--- config.mk ---
export PLATFORM = sky130hd
export DESIGN_NAME = divider_16
export DESIGN_NICKNAME = d
export VERILOG_FILES = /design/src/rtl/divider_16.sv
export SDC_FILE = /design/constraint.sdc
export NUM_CORES = 1
export LEC_CHECK = 0
export CAP_MARGIN = 20
export CORE_UTILIZATION = 55
export DETAILED_ROUTE_END_ITERATION = 8
export PLACE_DENSITY = 0.77
export SYNTH_ARGS = -nofsm -noshare
export SYNTH_HDL_FRONTEND = slang
export SYNTH_SLANG_ARGS = --single-unit
--- constraint.sdc ---
create_clock -name I_CLK -period 3.3 [get_ports I_CLK]
set_input_delay 0.825 -clock I_CLK [delete_from_list [all_inputs] [get_ports I_CLK]]
set_output_delay 0.825 -clock I_CLK [all_outputs]
set_load 0.01 [all_outputs]
--- src/rtl/divider_16.sv ---
// divider_16: signed Q(15-FRAC_BITS).FRAC_BITS divider, restoring algorithm, one quotient bit per cycle.
// Optional macro DIVIDER_16_SATURATE_EN clamps overflowing results instead of wrapping.
module divider_16 #(
  parameter int FRAC_BITS = 13
) (
  input  logic        I_CLK,
  input  logic        I_RST_N,
  input  logic        I_VLD,
  input  logic [15:0] I_M1,
  input  logic [15:0] I_M2,
  output logic        O_READY,
  output logic        O_VLD,
  output logic [15:0] O_QUOTIENT
);

  localparam int QW = 16 + FRAC_BITS;
  localparam int CW = $clog2(QW + 1);

  typedef enum logic [1:0] {IDLE, CALC, DONE} state_t;

  state_t        state_q, state_d;
  logic [CW-1:0] cnt_q, cnt_d;
  logic [QW-1:0] dq_q, dq_d;
  logic [16:0]   rem_q, rem_d;
  logic [15:0]   div_q, div_d;
  logic          neg_q, neg_d;
  logic          zero_q, zero_d;
  logic          vld_q, vld_d;
  logic [15:0]   quo_q, quo_d;

  logic          accept;
  logic          last;
  logic [17:0]   trial;
  logic [15:0]   mag1;
  logic [15:0]   wrapped;
`ifdef DIVIDER_16_SATURATE_EN
  logic          ovf;
`endif

  always_ff @(posedge I_CLK or negedge I_RST_N) begin
    if (!I_RST_N) state_q <= IDLE;
    else          state_q <= state_d;
  end

  always_comb begin
    state_d = state_q;
    unique case (state_q)
      IDLE:    if (I_VLD) state_d = CALC;
      CALC:    if (last) state_d = DONE;
      DONE:    state_d = IDLE;
      default: state_d = IDLE;
    endcase
  end

  always_comb begin
    O_READY = (state_q == IDLE);
    accept  = O_READY && I_VLD;
    last    = (state_q == CALC) && (cnt_q == CW'(QW - 1));
  end

  // dq_q shifts dividend bits out of its MSB while quotient bits enter at its LSB
  always_comb begin
    cnt_d   = cnt_q;
    dq_d    = dq_q;
    rem_d   = rem_q;
    div_d   = div_q;
    neg_d   = neg_q;
    zero_d  = zero_q;
    quo_d   = quo_q;
    vld_d   = 1'b0;
    trial   = {rem_q, dq_q[QW-1]};
    mag1    = I_M1[15] ? 16'(-I_M1) : I_M1;
    wrapped = neg_q ? 16'(-dq_q[15:0]) : dq_q[15:0];
`ifdef DIVIDER_16_SATURATE_EN
    ovf     = neg_q ? (dq_q > QW'(32768)) : (dq_q > QW'(32767));
`endif
    if (accept) begin
      cnt_d  = '0;
      dq_d   = QW'(mag1) << FRAC_BITS;
      rem_d  = '0;
      div_d  = I_M2[15] ? 16'(-I_M2) : I_M2;
      neg_d  = I_M1[15] ^ I_M2[15];
      zero_d = (I_M2 == 16'h0000);
    end else if (state_q == CALC) begin
      cnt_d = cnt_q + CW'(1);
      if (trial >= {2'b00, div_q}) begin
        rem_d = 17'(trial - {2'b00, div_q});
        dq_d  = {dq_q[QW-2:0], 1'b1};
      end else begin
        rem_d = trial[16:0];
        dq_d  = {dq_q[QW-2:0], 1'b0};
      end
    end else if (state_q == DONE) begin
      vld_d = 1'b1;
      if (zero_q) quo_d = neg_q ? 16'h8000 : 16'h7FFF;
`ifdef DIVIDER_16_SATURATE_EN
      else if (ovf) quo_d = neg_q ? 16'h8000 : 16'h7FFF;
`endif
      else quo_d = wrapped;
    end
  end

  always_ff @(posedge I_CLK or negedge I_RST_N) begin
    if (!I_RST_N) begin
      cnt_q  <= '0;
      dq_q   <= '0;
      rem_q  <= '0;
      div_q  <= '0;
      neg_q  <= 1'b0;
      zero_q <= 1'b0;
      vld_q  <= 1'b0;
      quo_q  <= '0;
    end else begin
      cnt_q  <= cnt_d;
      dq_q   <= dq_d;
      rem_q  <= rem_d;
      div_q  <= div_d;
      neg_q  <= neg_d;
      zero_q <= zero_d;
      vld_q  <= vld_d;
      quo_q  <= quo_d;
    end
  end

  assign O_VLD      = vld_q;
  assign O_QUOTIENT = quo_q;

endmodule

---- Word level (Yosys, flattened, before mapping) ----
Cells that the tools add are included.
cells by class
  bitwise gates (word level) .............. 3
  muxes and demuxes ....................... 19
  div/mod/pow operators ................... 0
  reduce and logical (&&, ||, !) cells .... 7
  equality and inequality tests ........... 5
  $lt $le $gt $ge ......................... 1
  add/sub/neg operators ................... 5
  multiply operators ...................... 0
  shift-type cells ........................ 0
operator list
  cell                                            count
  two-way mux 16 bit                              5
  two-way mux 29 bit                              2
  two-way mux 17 bit                              3
  negator 16 bit                                  3
  >= comparator 18 x 16 -> 1 bit                  1
  subtractor 17 x 16 -> 17 bit                    1
  logical NOT 16 bit                              1
  two-way mux 5 bit                               2
  adder 5 x 1 -> 5 bit (second input constant)    1
  == test 5 bit (second input constant)           1
  two-way mux 1 bit                               4
  two-way mux 2 bit                               2
  inequality test 2 bit (second input constant)   2
  case mux 2 bit (2 select lines)                 1
  AND reduction 3 bit                             1
  == test 2 x 1 -> 1 bit (second input constant)  1
  == test 2 bit (second input constant)           1
  logical AND 1 bit                               2
  logical NOT 2 bit                               1
  inverter 1 bit                                  2
  AND reduction 2 bit                             1
  nonzero test 2 bit                              1
  XOR 1 bit                                       1
word-level totals
  input bits .............................. 35
  flip-flop bits (word level) ............. 88
  logic and storage cells ................. 49
  output and inout bits ................... 18
  memory bits (read-only) ................. 0
  memory bits (writable) .................. 0
  memories kept ........................... 0
  latch bits .............................. 0

---- Longest topological paths before layout ----
Gate-level depths: netlist of run 1.
  depth after elaboration ................. 4
  depth in mapped cells ................... 12
  mapped depth without buffers ............ 10

---- Worst setup path before layout of run 1 ----
No wires, ideal clock.
  path kind ............................... reg2reg
  from .................................... register dq_q[28]
  to ...................................... register rem_q[8]
  data arrival time ....................... 2.380 ns
  cell stages (with the launch flop) ...... 13
  data required time ...................... 3.167 ns
  setup slack ............................. 0.787 ns
  buffers on the path ..................... 2
  setup time .............................. 0.133 ns
  clock period less this slack ............ 2.513 ns
  cells stage by stage .................... dfrtp_1 inv_1 ha_1 fa_1 nand2b_1 a211o_1 nand2_1 o2111ai_1 nand3_1 buf_2 buf_4 mux2i_1 o21ai_0
on the way
  cells in the longest elaborated chain, start to end .. 4
  elaborated cells on any way between the ends .. 5
  classes of those cells .................. add/sub (1); order compare (1); mux (3)
ends and longest elaborated chain
  what                                                                                   RTL line  text
  start, declared                                                                        23        logic [QW-1:0] dq_q, dq_d;
  start signal, assigned                                                                 115       dq_q <= dq_d;
  subtractor 17 x 16 -> 17 bit / >= comparator 18 x 16 -> 1 bit (equally long branches)  87, 86
  two-way mux 17 bit (*)                                                                 86        if (trial >= {2'b00, div_q}) begin
  two-way mux 17 bit (*)                                                                 84        end else if (state_q == CALC) begin
  two-way mux 17 bit (*)                                                                 77        if (accept) begin
  end signal, assigned                                                                   116       rem_q <= rem_d;
  end, declared                                                                          24        logic [16:0] rem_q, rem_d;
Mark *: on every way between the ends. The rest lies on a longest branch, timed or not. The select of a mux whose other input is x is not followed.
A chain may end at the register's enable or synchronous reset.

---- Final worst setup path of run 1 ----
  from .................................... register dq_q[28]
  to ...................................... register rem_q[1]
Same word-level chain as after synthesis.

==> flow_results.xml, run 1 <==
<?xml version="1.0" encoding="UTF-8"?>
<metrics>
  <group name="detailed_routing">
    <metric name="finalWirelength" unit="um">11900</metric>
    <metric name="viasPerCell" unit="">5.75</metric>
    <metric name="vias" unit="">4789</metric>
    <metric name="antenna_violating_nets_post_route" unit="">0</metric>
    <metric name="detail_route.wl_per_cell" unit="um">14.3</metric>
    <metric name="post-route-drc-count" unit="">0</metric>
    <metric name="detailedRoute.firstPassIterationCount" unit="">5</metric>
    <metric name="detailedRoute.firstIterationViolations" unit="">255</metric>
  </group>
  <group name="clocking">
    <metric name="ctsResizeCount" unit="">0</metric>
    <metric name="clockRootBuffer" unit="">clkbuf_8</metric>
    <metric name="cts_sinks" unit="">88</metric>
    <metric name="hold_buffers" unit="">0</metric>
    <metric name="cts.path.max_buffers" unit="">2</metric>
    <metric name="htreeDepth" unit="">3</metric>
    <metric name="clock_latency" unit="ns">0.35</metric>
    <metric name="tritoncts" unit="">built</metric>
    <metric name="post-cts-setup-buffer-count" unit="">0</metric>
    <metric name="cts_inserted_buffers" unit="">9</metric>
    <metric name="clk_pin_slew_worst_paths" unit="ns">0.09</metric>
  </group>
  <group name="power">
    <metric name="power.leakage" unit="uW">0.00278</metric>
    <metric name="p_per_area" unit="mW/mm^2">958</metric>
    <metric name="pwr-share-seq" unit="%">32.2</metric>
    <metric name="cell_internal_pwr" unit="uW">3400</metric>
    <metric name="pwr-share-comb" unit="%">54.3</metric>
    <metric name="total_power" unit="uW">6060</metric>
    <metric name="power.ir.vdd_worst" unit="V">0.000405</metric>
    <metric name="net_switching_power" unit="uW">2660</metric>
    <metric name="swShare" unit="%">43.9</metric>
    <metric name="clock_power_share" unit="%">13.6</metric>
  </group>
  <group name="setup_path">
    <metric name="start_kind" unit="">register</metric>
    <metric name="worst_ep_required_time" unit="ns">3.56</metric>
    <metric name="critPathArrivalTime" unit="ns">3.15</metric>
    <metric name="crit_path_cell_trace" unit="">inv_1 -&gt; ha_1 -&gt; fa_1 -&gt; nand2b_1 -&gt; a211o_1 -&gt; nand2_1 -&gt; o2111ai_1 -&gt; nand3_1 -&gt; buf_12 -&gt; mux2_2 -&gt; o21ai_0</metric>
    <metric name="critical_path.endpoint_type" unit="">register</metric>
    <metric name="path_class" unit="">register to register</metric>
    <metric name="cp_slowest_stage_delay" unit="ns">0.40</metric>
    <metric name="worstPathMaxFanout" unit="">13</metric>
    <metric name="cpLargestDelayFamily" unit="">adder cells</metric>
    <metric name="critPathBufInv" unit="">2</metric>
    <metric name="crit_slowest_cell" unit="">fa_1</metric>
  </group>
  <group name="logic_synthesis">
    <metric name="synthTopCellsByArea" unit="">dfrtp_1, nand2_1, o21ai_0</metric>
    <metric name="yosys.area_share.xor_xnor" unit="%">6.42</metric>
    <metric name="syn_avg_cell_area" unit="um^2">8.26</metric>
    <metric name="synth_top_family_by_area" unit="">compound AO/OA/AOI/OAI gates</metric>
    <metric name="synth-seq-cells" unit="">88</metric>
    <metric name="synth_top_area_share" unit="%">40.4</metric>
    <metric name="syn-cell-area" unit="mm^2">0.00545</metric>
    <metric name="synth_enable_flop_cells" unit="">0</metric>
    <metric name="yosys.area_share.simple" unit="%">20.3</metric>
    <metric name="ys_async_sr_fraction" unit="%">100</metric>
    <metric name="synth_largest_area_cell" unit="">dfrtp_1</metric>
    <metric name="yosysWarnings" unit="">0</metric>
    <metric name="synthesis.instances" unit="">660</metric>
    <metric name="synth_compound_gate_area_share" unit="%">20.8</metric>
    <metric name="post_synthesis_adder_cell_area_fraction" unit="%">5.18</metric>
    <metric name="yosys_most_used_dff" unit="">dfrtp_1</metric>
    <metric name="synth.yosys.seq_area_share" unit="%">40.4</metric>
    <metric name="yosys-mux-area-fraction" unit="%">2.62</metric>
    <metric name="post_syn_nets" unit="">717</metric>
    <metric name="netlist_cell_types" unit="">58</metric>
  </group>
  <group name="finish">
    <metric name="synthToLayoutAreaGrowth" unit="%">15.9</metric>
    <metric name="most_common_library_cell_in_the_layout_ignoring_fill_and_taps" unit="">nand2_1</metric>
    <metric name="antenna_cells" unit="">0</metric>
    <metric name="layout.nets" unit="">757</metric>
    <metric name="mostFrequentLayoutCells" unit="">nand2_1, dfrtp_1, o21ai_0</metric>
    <metric name="stdcell_area" unit="mm^2">0.00632</metric>
    <metric name="final_layout_size_suffix_gt1_share" unit="%">5.54</metric>
  </group>
  <group name="sta">
    <metric name="worst-slew-pin-transition" unit="ns">0.803</metric>
    <metric name="fin_crit_sh" unit="%">87.4</metric>
    <metric name="rsz0062_at_grt" unit="">false</metric>
    <metric name="timing_hold_violations_final" unit="">0</metric>
    <metric name="achievable-frequency" unit="MHz">347</metric>
    <metric name="setup_viol" unit="">0</metric>
    <metric name="pnr_worst_setup_slack" unit="ns">0.417</metric>
    <metric name="max_slew_margin" unit="%">46.5</metric>
    <metric name="timing.clock.skew" unit="ns">0.0120</metric>
    <metric name="timing.final.max_slew_violations" unit="">0</metric>
    <metric name="fin_tns_setup" unit="ns">0</metric>
    <metric name="finalCriticalPeriod" unit="ns">2.88</metric>
  </group>
  <group name="global_route">
    <metric name="grt_use_total" unit="%">25.1</metric>
    <metric name="grt_first_pass_wirelength" unit="um">20500</metric>
    <metric name="antenna_violations_before_repair" unit="">0</metric>
    <metric name="globalRoute.totalOverflow" unit="">0</metric>
    <metric name="first_global_vias" unit="">4438</metric>
    <metric name="grt_max_degree" unit="">55</metric>
  </group>
  <group name="run_status">
    <metric name="run_status" unit="">finished, final reports clean</metric>
  </group>
  <group name="floorplanning">
    <metric name="design.die.area" unit="mm^2">0.0103</metric>
    <metric name="initial_core_util" unit="%">57.9</metric>
    <metric name="fp-row-count" unit="">35</metric>
    <metric name="chipWidth" unit="um">102</metric>
    <metric name="floorplan.io_pins" unit="">53</metric>
    <metric name="die_h" unit="um">102</metric>
    <metric name="placeableCoreArea" unit="mm^2">0.00942</metric>
  </group>
  <group name="run">
    <metric name="cap_viol_max_count" unit="">0</metric>
  </group>
  <group name="placement">
    <metric name="placed_area" unit="mm^2">0.00611</metric>
    <metric name="gp_congestion" unit="">0.939</metric>
    <metric name="io_buffer_count" unit="">52</metric>
    <metric name="post_dp_hpwl" unit="um">8910</metric>
    <metric name="dp_worst_setup_slack" unit="ns">0.342</metric>
  </group>
  <group name="worst_hold_path">
    <metric name="worstHoldPathType" unit="">primary input to asynchronous set/reset pin</metric>
  </group>
</metrics>
[flip-flops by register name, summed over array words and instances, names as in the netlist]
signal / flops
O_QUOTIENT: 16
O_VLD: 1
cnt_q: 5
div_q: 16
dq_q: 29
neg_q: 1
rem_q: 17
state_q: 2
zero_q: 1
[power by group through the flow]
stage | registers, uW | logic (uW) | clock network [uW]
3_5_place_dp | 1960 | 3250 | 0
3_3_place_gp | 1930 | 3130 | 0
4_1_cts | 1940 | 3290 | 830
5_1_grt | 2010 | 3740 | 872
2_1_floorplan | 1830 | 2560 | 0
6_report | 1950 | 3290 | 823
[final timing paths]
kind,start,end,slack (ns),cells past startpoint
max,dq_q[28],rem_q[1],0.42,11
min reg2reg,O_QUOTIENT[7],O_QUOTIENT[7],0.48,2
min in group I_CLK,O_QUOTIENT[7],O_QUOTIENT[7],0.48,2
max reg2reg,dq_q[28],rem_q[1],0.42,11
max in group asynchronous,I_RST_N,cnt_q[1],2.22,2
min,I_RST_N,rem_q[5],0.45,1
[metrics by stage]
stage                     utilization, %  cells  hold WS [ns]
after floorplan                        -    660         0.450
after global placement              64.9    818         0.461
after detailed placement            64.9    818         0.469
after CTS                           67.1    833         0.471
after global routing                67.1    833         0.491
final                               67.1    833         0.452
[per-layer routing]
metal | share of wire, % | routed length (um) | vias up | GRT usage (%)
met4 | 0.98 | 117 | 0 | 6.80
met1 | 49 | 5880 | 2258 | 35.8
met2 | 46 | 5510 | 127 | 40.9
li1 | - | - | 2391 | -
met5 | 0 | 0 | - | 0
met3 | 3.6 | 432 | 13 | 2.62
[synthesized netlist by cell type (2+ instances only)]
cell type  number
xor2_1         25
a21oi_1        34
o21ai_0        82
nand2_1       120
a21o_1          5
nor3_1          5
clkbuf_1       27
o21a_1          3
dfrtp_1        88
xnor2_1        15
nand4_1         6
nand2b_1       11
o311ai_0        3
mux2_2          2
nor2_1         51
and3_1          2
o22ai_1         9
mux2i_1        12
nor2b_1         3
a211o_1         2
a31oi_1        15
buf_1           3
o211ai_1        2
inv_1          29
a22oi_1         4
o21ai_1         2
o21bai_1        3
o31ai_1        10
a21boi_0        2
or3_1           7
or4_1           2
a221o_1         2
o41ai_1         4
or3_4           3
nand3_1        24
ha_1           21
[logic make-up after synthesis]
family / Yosys count
xor+xnor: 40
simple gates: 244
buf+inv: 62
fa+ha+maj: 22
mux: 14
compound gates: 190
flops: 88
[layout make-up]
| class | count | area (um^2) |
|---|---|---|
| Tap cell | 129 | 161 |
| Clock inverter | 6 | 92.6 |
| Sequential cell | 88 | 2200 |
| Fill cell | 807 | 3090 |
| Clock buffer | 9 | 124 |
| Multi-Input combinational cell | 510 | 3020 |
| Timing Repair Buffer | 61 | 611 |
| Inverter | 30 | 113 |
(Power assumes the default switching activity.)
==> run 2: changes to the inputs <==
Settings changed: CORE_MARGIN set to 2.
==> flow_results.xml, run 2 (synthesized netlist as in run 1, its figures left out) <==
<?xml version="1.0" encoding="UTF-8"?>
<metrics>
  <group name="floorplanning">
    <metric name="die_h" unit="um">104</metric>
    <metric name="initial_core_util" unit="%">56.3</metric>
    <metric name="placeableCoreArea" unit="mm^2">0.00968</metric>
    <metric name="chipWidth" unit="um">104</metric>
    <metric name="fp-row-count" unit="">36</metric>
    <metric name="design.die.area" unit="mm^2">0.0107</metric>
    <metric name="floorplan.io_pins" unit="">53</metric>
  </group>
  <group name="placement">
    <metric name="gp_congestion" unit="">0.906</metric>
    <metric name="post_dp_hpwl" unit="um">8910</metric>
    <metric name="io_buffer_count" unit="">52</metric>
    <metric name="dp_worst_setup_slack" unit="ns">0.303</metric>
  </group>
  <group name="global_route">
    <metric name="globalRoute.totalOverflow" unit="">0</metric>
    <metric name="first_global_vias" unit="">4495</metric>
    <metric name="antenna_violations_before_repair" unit="">0</metric>
    <metric name="grt_first_pass_wirelength" unit="um">20900</metric>
    <metric name="grt_max_degree" unit="">55</metric>
    <metric name="grt_use_total" unit="%">23.6</metric>
  </group>
  <group name="sta">
    <metric name="fin_crit_sh" unit="%">91.0</metric>
    <metric name="rsz0062_at_grt" unit="">false</metric>
    <metric name="timing.final.max_slew_violations" unit="">0</metric>
    <metric name="pnr_worst_setup_slack" unit="ns">0.296</metric>
    <metric name="fin_tns_setup" unit="ns">0</metric>
    <metric name="worst-slew-pin-transition" unit="ns">0.925</metric>
    <metric name="achievable-frequency" unit="MHz">333</metric>
    <metric name="timing_hold_violations_final" unit="">0</metric>
    <metric name="setup_viol" unit="">0</metric>
    <metric name="finalCriticalPeriod" unit="ns">3.00</metric>
    <metric name="max_slew_margin" unit="%">38.3</metric>
    <metric name="timing.clock.skew" unit="ns">0.0112</metric>
  </group>
  <group name="clocking">
    <metric name="clockRootBuffer" unit="">clkbuf_8</metric>
    <metric name="cts_sinks" unit="">88</metric>
    <metric name="clock_latency" unit="ns">0.38</metric>
    <metric name="clk_pin_slew_worst_paths" unit="ns">0.09</metric>
    <metric name="cts.path.max_buffers" unit="">2</metric>
    <metric name="tritoncts" unit="">built</metric>
    <metric name="hold_buffers" unit="">0</metric>
    <metric name="cts_inserted_buffers" unit="">9</metric>
    <metric name="post-cts-setup-buffer-count" unit="">0</metric>
    <metric name="htreeDepth" unit="">3</metric>
    <metric name="ctsResizeCount" unit="">0</metric>
  </group>
  <group name="setup_path">
    <metric name="crit_path_cell_trace" unit="">inv_1 -&gt; ha_1 -&gt; fa_1 -&gt; nand2b_1 -&gt; a211o_1 -&gt; nand2_1 -&gt; o2111ai_1 -&gt; nand3_1 -&gt; buf_12 -&gt; mux2_2 -&gt; o21ai_0</metric>
    <metric name="start_kind" unit="">register</metric>
    <metric name="worstPathMaxFanout" unit="">13</metric>
    <metric name="path_class" unit="">register to register</metric>
    <metric name="startpoint" unit="">dq_q[28]</metric>
    <metric name="crit_slowest_cell" unit="">fa_1</metric>
    <metric name="critPathArrivalTime" unit="ns">3.29</metric>
    <metric name="critical_path.endpoint" unit="">rem_q[1]</metric>
    <metric name="worst_ep_required_time" unit="ns">3.59</metric>
    <metric name="cpLargestDelayFamily" unit="">adder cells</metric>
    <metric name="r2r_slack" unit="ns">0.30</metric>
    <metric name="cp_slowest_stage_delay" unit="ns">0.42</metric>
    <metric name="critPathBufInv" unit="">2</metric>
    <metric name="r2r_cells" unit="">11</metric>
    <metric name="worstReg2RegStart" unit="">dq_q[28]</metric>
    <metric name="regToRegEndpoint" unit="">rem_q[1]</metric>
    <metric name="stages_on_the_worst_setup_path" unit="">11</metric>
    <metric name="critical_path.endpoint_type" unit="">register</metric>
  </group>
  <group name="detailed_routing">
    <metric name="detailedRoute.firstPassIterationCount" unit="">7</metric>
    <metric name="detail_route.wl_per_cell" unit="um">14.7</metric>
    <metric name="post-route-drc-count" unit="">0</metric>
    <metric name="vias" unit="">4795</metric>
    <metric name="detailedRoute.firstIterationViolations" unit="">373</metric>
    <metric name="finalWirelength" unit="um">12300</metric>
    <metric name="viasPerCell" unit="">5.74</metric>
    <metric name="antenna_violating_nets_post_route" unit="">0</metric>
  </group>
  <group name="power">
    <metric name="p_per_area" unit="mW/mm^2">972</metric>
    <metric name="power.ir.vdd_worst" unit="V">0.000433</metric>
    <metric name="power.leakage" unit="uW">0.00280</metric>
  </group>
  <group name="finish">
    <metric name="most_common_library_cell_in_the_layout_ignoring_fill_and_taps" unit="">nand2_1</metric>
    <metric name="mostFrequentLayoutCells" unit="">nand2_1, dfrtp_1, o21ai_0</metric>
    <metric name="final_layout_size_suffix_gt1_share" unit="%">5.26</metric>
    <metric name="registers_with_the_highest_flip_flop_counts" unit="">dq_q: 29 flops, rem_q: 17 flops</metric>
    <metric name="synthToLayoutAreaGrowth" unit="%">16.4</metric>
    <metric name="antenna_cells" unit="">0</metric>
    <metric name="layout.nets" unit="">755</metric>
    <metric name="largest_reg_flops" unit="">29</metric>
    <metric name="largest-register" unit="">dq_q</metric>
  </group>
  <group name="run">
    <metric name="cap_viol_max_count" unit="">0</metric>
  </group>
  <group name="run_status">
    <metric name="run_status" unit="">finished, final reports clean</metric>
  </group>
  <group name="worst_hold_path">
    <metric name="worstHoldPathType" unit="">register to register</metric>
  </group>
</metrics>
run 2: power breakdown:
group / internal (uW) / leakage [uW] / switching (uW) / total (uW)
clock: 510 / 0.000123 / 418 / 928
combinational: 1440 / 0.00160 / 1860 / 3300
sequential: 1530 / 0.00107 / 407 / 1940
run 2: routing by layer:
metal	up-vias	part of all wire (%)	GRT usage, %
met1	2287	47	32.1
met3	16	4.0	3.15
met2	116	46	38.5
li1	2376	-	-
met5	-	0	0
met4	0	2.0	9.75
run 2: how the worst min path moves through the flow:
stage,cells after the start,slack [ns],from,end
2_1_floorplan,2,0.45,div_q[10],div_q[10]
3_3_place_gp,2,0.46,O_QUOTIENT[5],O_QUOTIENT[5]
3_5_place_dp,2,0.47,O_QUOTIENT[13],O_QUOTIENT[13]
4_1_cts,2,0.49,O_QUOTIENT[13],O_QUOTIENT[13]
5_1_grt,2,0.50,O_QUOTIENT[13],O_QUOTIENT[13]
6_report,2,0.48,O_QUOTIENT[11],O_QUOTIENT[11]
run 2: metrics by stage:
stage	cells	total power, uW	area (um^2)	util (%)	hold slack, ns
finish	836	6170	6350	65.6	0.482
global route	836	6700	6350	65.6	0.504
CTS	836	6140	6350	65.6	0.489
detailed placement	820	5190	6110	63.1	0.469
global placement	820	5040	6110	63.1	0.461
floorplan	660	4390	5450	-	0.450
run 2: final cells by class:
cell class                      count  area, um^2
Multi-Input combinational cell    510        3020
Fill cell                         832        3330
Sequential cell                    88        2200
Tap cell                          133         166
Inverter                           30         113
Clock inverter                      6         115
Clock buffer                       10         128
Timing Repair Buffer               59         608
run 2: worst min-delay path, stage by stage (launching register included):
cell     delay, ns
dfrtp_1       0.35
nand2_1       0.05
o21ai_0       0.06
==> run 3: changes to the inputs <==
Settings changed: CORE_UTILIZATION 55 to 35, PLACE_DENSITY 0.77 to not set.
==> flow_results.xml, run 3 (synthesized netlist as in run 1, its figures left out) <==
<?xml version="1.0" encoding="UTF-8"?>
<metrics>
  <group name="sta">
    <metric name="timing.final.max_slew_violations" unit="">0</metric>
    <metric name="fin_tns_setup" unit="ns">0</metric>
    <metric name="fin_crit_sh" unit="%">82.3</metric>
    <metric name="timing_hold_violations_final" unit="">0</metric>
    <metric name="pnr_worst_setup_slack" unit="ns">0.585</metric>
    <metric name="achievable-frequency" unit="MHz">368</metric>
    <metric name="finalCriticalPeriod" unit="ns">2.71</metric>
    <metric name="setup_viol" unit="">0</metric>
    <metric name="timing.clock.skew" unit="ns">0.0110</metric>
    <metric name="worst-slew-pin-transition" unit="ns">0.822</metric>
    <metric name="max_slew_margin" unit="%">45.2</metric>
    <metric name="rsz0062_at_grt" unit="">false</metric>
  </group>
  <group name="detailed_routing">
    <metric name="viasPerCell" unit="">5.26</metric>
    <metric name="detail_route.wl_per_cell" unit="um">14.4</metric>
    <metric name="finalWirelength" unit="um">12900</metric>
    <metric name="detailedRoute.firstIterationViolations" unit="">282</metric>
    <metric name="detailedRoute.firstPassIterationCount" unit="">4</metric>
    <metric name="post-route-drc-count" unit="">0</metric>
    <metric name="antenna_violating_nets_post_route" unit="">0</metric>
    <metric name="vias" unit="">4699</metric>
  </group>
  <group name="placement">
    <metric name="gp_congestion" unit="">0.902</metric>
    <metric name="dp_worst_setup_slack" unit="ns">0.292</metric>
    <metric name="io_buffer_count" unit="">52</metric>
    <metric name="dp.cells" unit="">880</metric>
    <metric name="post_dp_hpwl" unit="um">9570</metric>
  </group>
  <group name="floorplanning">
    <metric name="initial_core_util" unit="%">35.9</metric>
    <metric name="design.die.area" unit="mm^2">0.0166</metric>
    <metric name="fp-row-count" unit="">45</metric>
    <metric name="die_h" unit="um">129</metric>
    <metric name="placeableCoreArea" unit="mm^2">0.0152</metric>
    <metric name="floorplan.io_pins" unit="">53</metric>
    <metric name="chipWidth" unit="um">129</metric>
  </group>
  <group name="power">
    <metric name="swShare" unit="%">41.6</metric>
    <metric name="net_switching_power" unit="uW">2650</metric>
    <metric name="clock_power_share" unit="%">18.3</metric>
    <metric name="power.leakage" unit="uW">0.00285</metric>
    <metric name="pwr-share-seq" unit="%">30.5</metric>
    <metric name="p_per_area" unit="mW/mm^2">975</metric>
    <metric name="power.ir.vdd_worst" unit="V">0.000363</metric>
    <metric name="cell_internal_pwr" unit="uW">3720</metric>
    <metric name="pwr-share-comb" unit="%">51.2</metric>
  </group>
  <group name="global_route">
    <metric name="grt_max_degree" unit="">52</metric>
    <metric name="grt_most_used_layer" unit="">met2</metric>
    <metric name="grt_first_pass_wirelength" unit="um">21900</metric>
    <metric name="global_route_track_usage_on_met1" unit="%">22.3</metric>
    <metric name="first_global_vias" unit="">4491</metric>
    <metric name="globalRoute.totalOverflow" unit="">0</metric>
    <metric name="grt.met2_usage" unit="%">26.3</metric>
    <metric name="grt_use_total" unit="%">16.3</metric>
    <metric name="antenna_violations_before_repair" unit="">0</metric>
    <metric name="gr-usage-met3" unit="%">2.87</metric>
  </group>
  <group name="finish">
    <metric name="final_layout_size_suffix_gt1_share" unit="%">5.81</metric>
    <metric name="mostFrequentLayoutCells" unit="">nand2_1, dfrtp_1, o21ai_0</metric>
    <metric name="largest_reg_flops" unit="">29</metric>
    <metric name="most_common_library_cell_in_the_layout_ignoring_fill_and_taps" unit="">nand2_1</metric>
    <metric name="layout.nets" unit="">760</metric>
    <metric name="antenna_cells" unit="">0</metric>
    <metric name="fillerInstances" unit="">1505</metric>
    <metric name="post-route-util" unit="%">43.0</metric>
    <metric name="synthToLayoutAreaGrowth" unit="%">19.8</metric>
    <metric name="largest-register" unit="">dq_q</metric>
    <metric name="multiInputGateArea" unit="mm^2">0.00302</metric>
    <metric name="sequential_cell_area" unit="mm^2">0.00220</metric>
    <metric name="stdcell_count" unit="">894</metric>
    <metric name="registers_with_the_highest_flip_flop_counts" unit="">dq_q: 29 flops, rem_q: 17 flops</metric>
  </group>
  <group name="clocking">
    <metric name="clk_pin_slew_worst_paths" unit="ns">0.07</metric>
    <metric name="tritoncts" unit="">built</metric>
    <metric name="cts_sinks" unit="">88</metric>
    <metric name="clockRootBuffer" unit="">clkbuf_16</metric>
    <metric name="htreeDepth" unit="">3</metric>
    <metric name="hold_buffers" unit="">0</metric>
    <metric name="cts.path.max_buffers" unit="">2</metric>
    <metric name="ctsResizeCount" unit="">0</metric>
    <metric name="post-cts-setup-buffer-count" unit="">0</metric>
    <metric name="cts_inserted_buffers" unit="">9</metric>
    <metric name="clock_latency" unit="ns">0.35</metric>
  </group>
  <group name="setup_path">
    <metric name="r2r_slack" unit="ns">0.59</metric>
    <metric name="critPathArrivalTime" unit="ns">2.94</metric>
    <metric name="start_kind" unit="">register</metric>
    <metric name="critical_path.endpoint_type" unit="">register</metric>
    <metric name="worst_ep_required_time" unit="ns">3.53</metric>
    <metric name="worstPathMaxFanout" unit="">13</metric>
    <metric name="path_class" unit="">register to register</metric>
  </group>
  <group name="run_status">
    <metric name="run_status" unit="">finished, final reports clean</metric>
  </group>
  <group name="run">
    <metric name="cap_viol_max_count" unit="">0</metric>
  </group>
  <group name="worst_hold_path">
    <metric name="worstHoldPathType" unit="">primary input to asynchronous set/reset pin</metric>
  </group>
</metrics>
-- run 3: cell count changes in the layout (fill, tap and decap cells not counted), sizes merged --
cell      change
clkinvlp      +1
clkbuf        -1
inv           -1
clkinv        -1
buf           +5
-- run 3: area by class of cell --
cell class,count,area share [%]
flip-flops and latches,88,33.7
clock inverters,5,1.63
clock buffers,9,3.45
well taps,188,3.60
repair buffers,64,9.69
inverters,30,1.72
multi-input cells,510,46.2
-- run 3: power by group through the flow --
| stage | Combinational (uW) | Clock [uW] | Sequential (uW) |
|---|---|---|---|
| after floorplan | 2560 | 0 | 1830 |
| after global placement | 3190 | 0 | 1940 |
| after CTS | 3280 | 1190 | 1940 |
| final | 3260 | 1170 | 1940 |
| after global routing | 3750 | 1240 | 2010 |
| after detailed placement | 3270 | 0 | 1950 |
-- run 3: worst max-delay path: stages (launching register included) --
cell and delay [ns]:
dfrtp_1 0.35, inv_1 0.07, ha_1 0.22, fa_1 0.41, nand2b_1 0.18, a211o_1 0.29, nand2_1 0.14, o2111ai_1 0.16
nand3_1 0.26, buf_12 0.18, nor3b_1 0.21, o21ai_0 0.11
-- run 3: path summary, 6_finish.rpt --
kind                               start             to  cells past startpoint
setup / recovery                dq_q[28]      rem_q[13]                     11
hold / removal                   I_RST_N       div_q[4]                      1
setup reg to reg                dq_q[28]      rem_q[13]                     11
hold reg to reg            O_QUOTIENT[5]  O_QUOTIENT[5]                      2
max in group asynchronous        I_RST_N  O_QUOTIENT[3]                      2
min in group I_CLK         O_QUOTIENT[5]  O_QUOTIENT[5]                      2
-- run 3: per-layer routing --
metal	part of all wire (%)	vias up	wire length [um]
li1	-	2393	-
met1	50	2215	6390
met2	45	75	5850
met3	3.5	16	457
met4	1.5	0	193
met5	0	-	0
-- run 3: through the flow --
step | instance area, um^2 | total power, uW | hold WS, ns
after detailed placement | 6200 | 5220 | 0.470
after floorplan | 5450 | 4390 | 0.450
after global routing | 6530 | 7000 | 0.500
after global placement | 6200 | 5130 | 0.464
final | 6530 | 6370 | 0.457
after CTS | 6530 | 6410 | 0.467
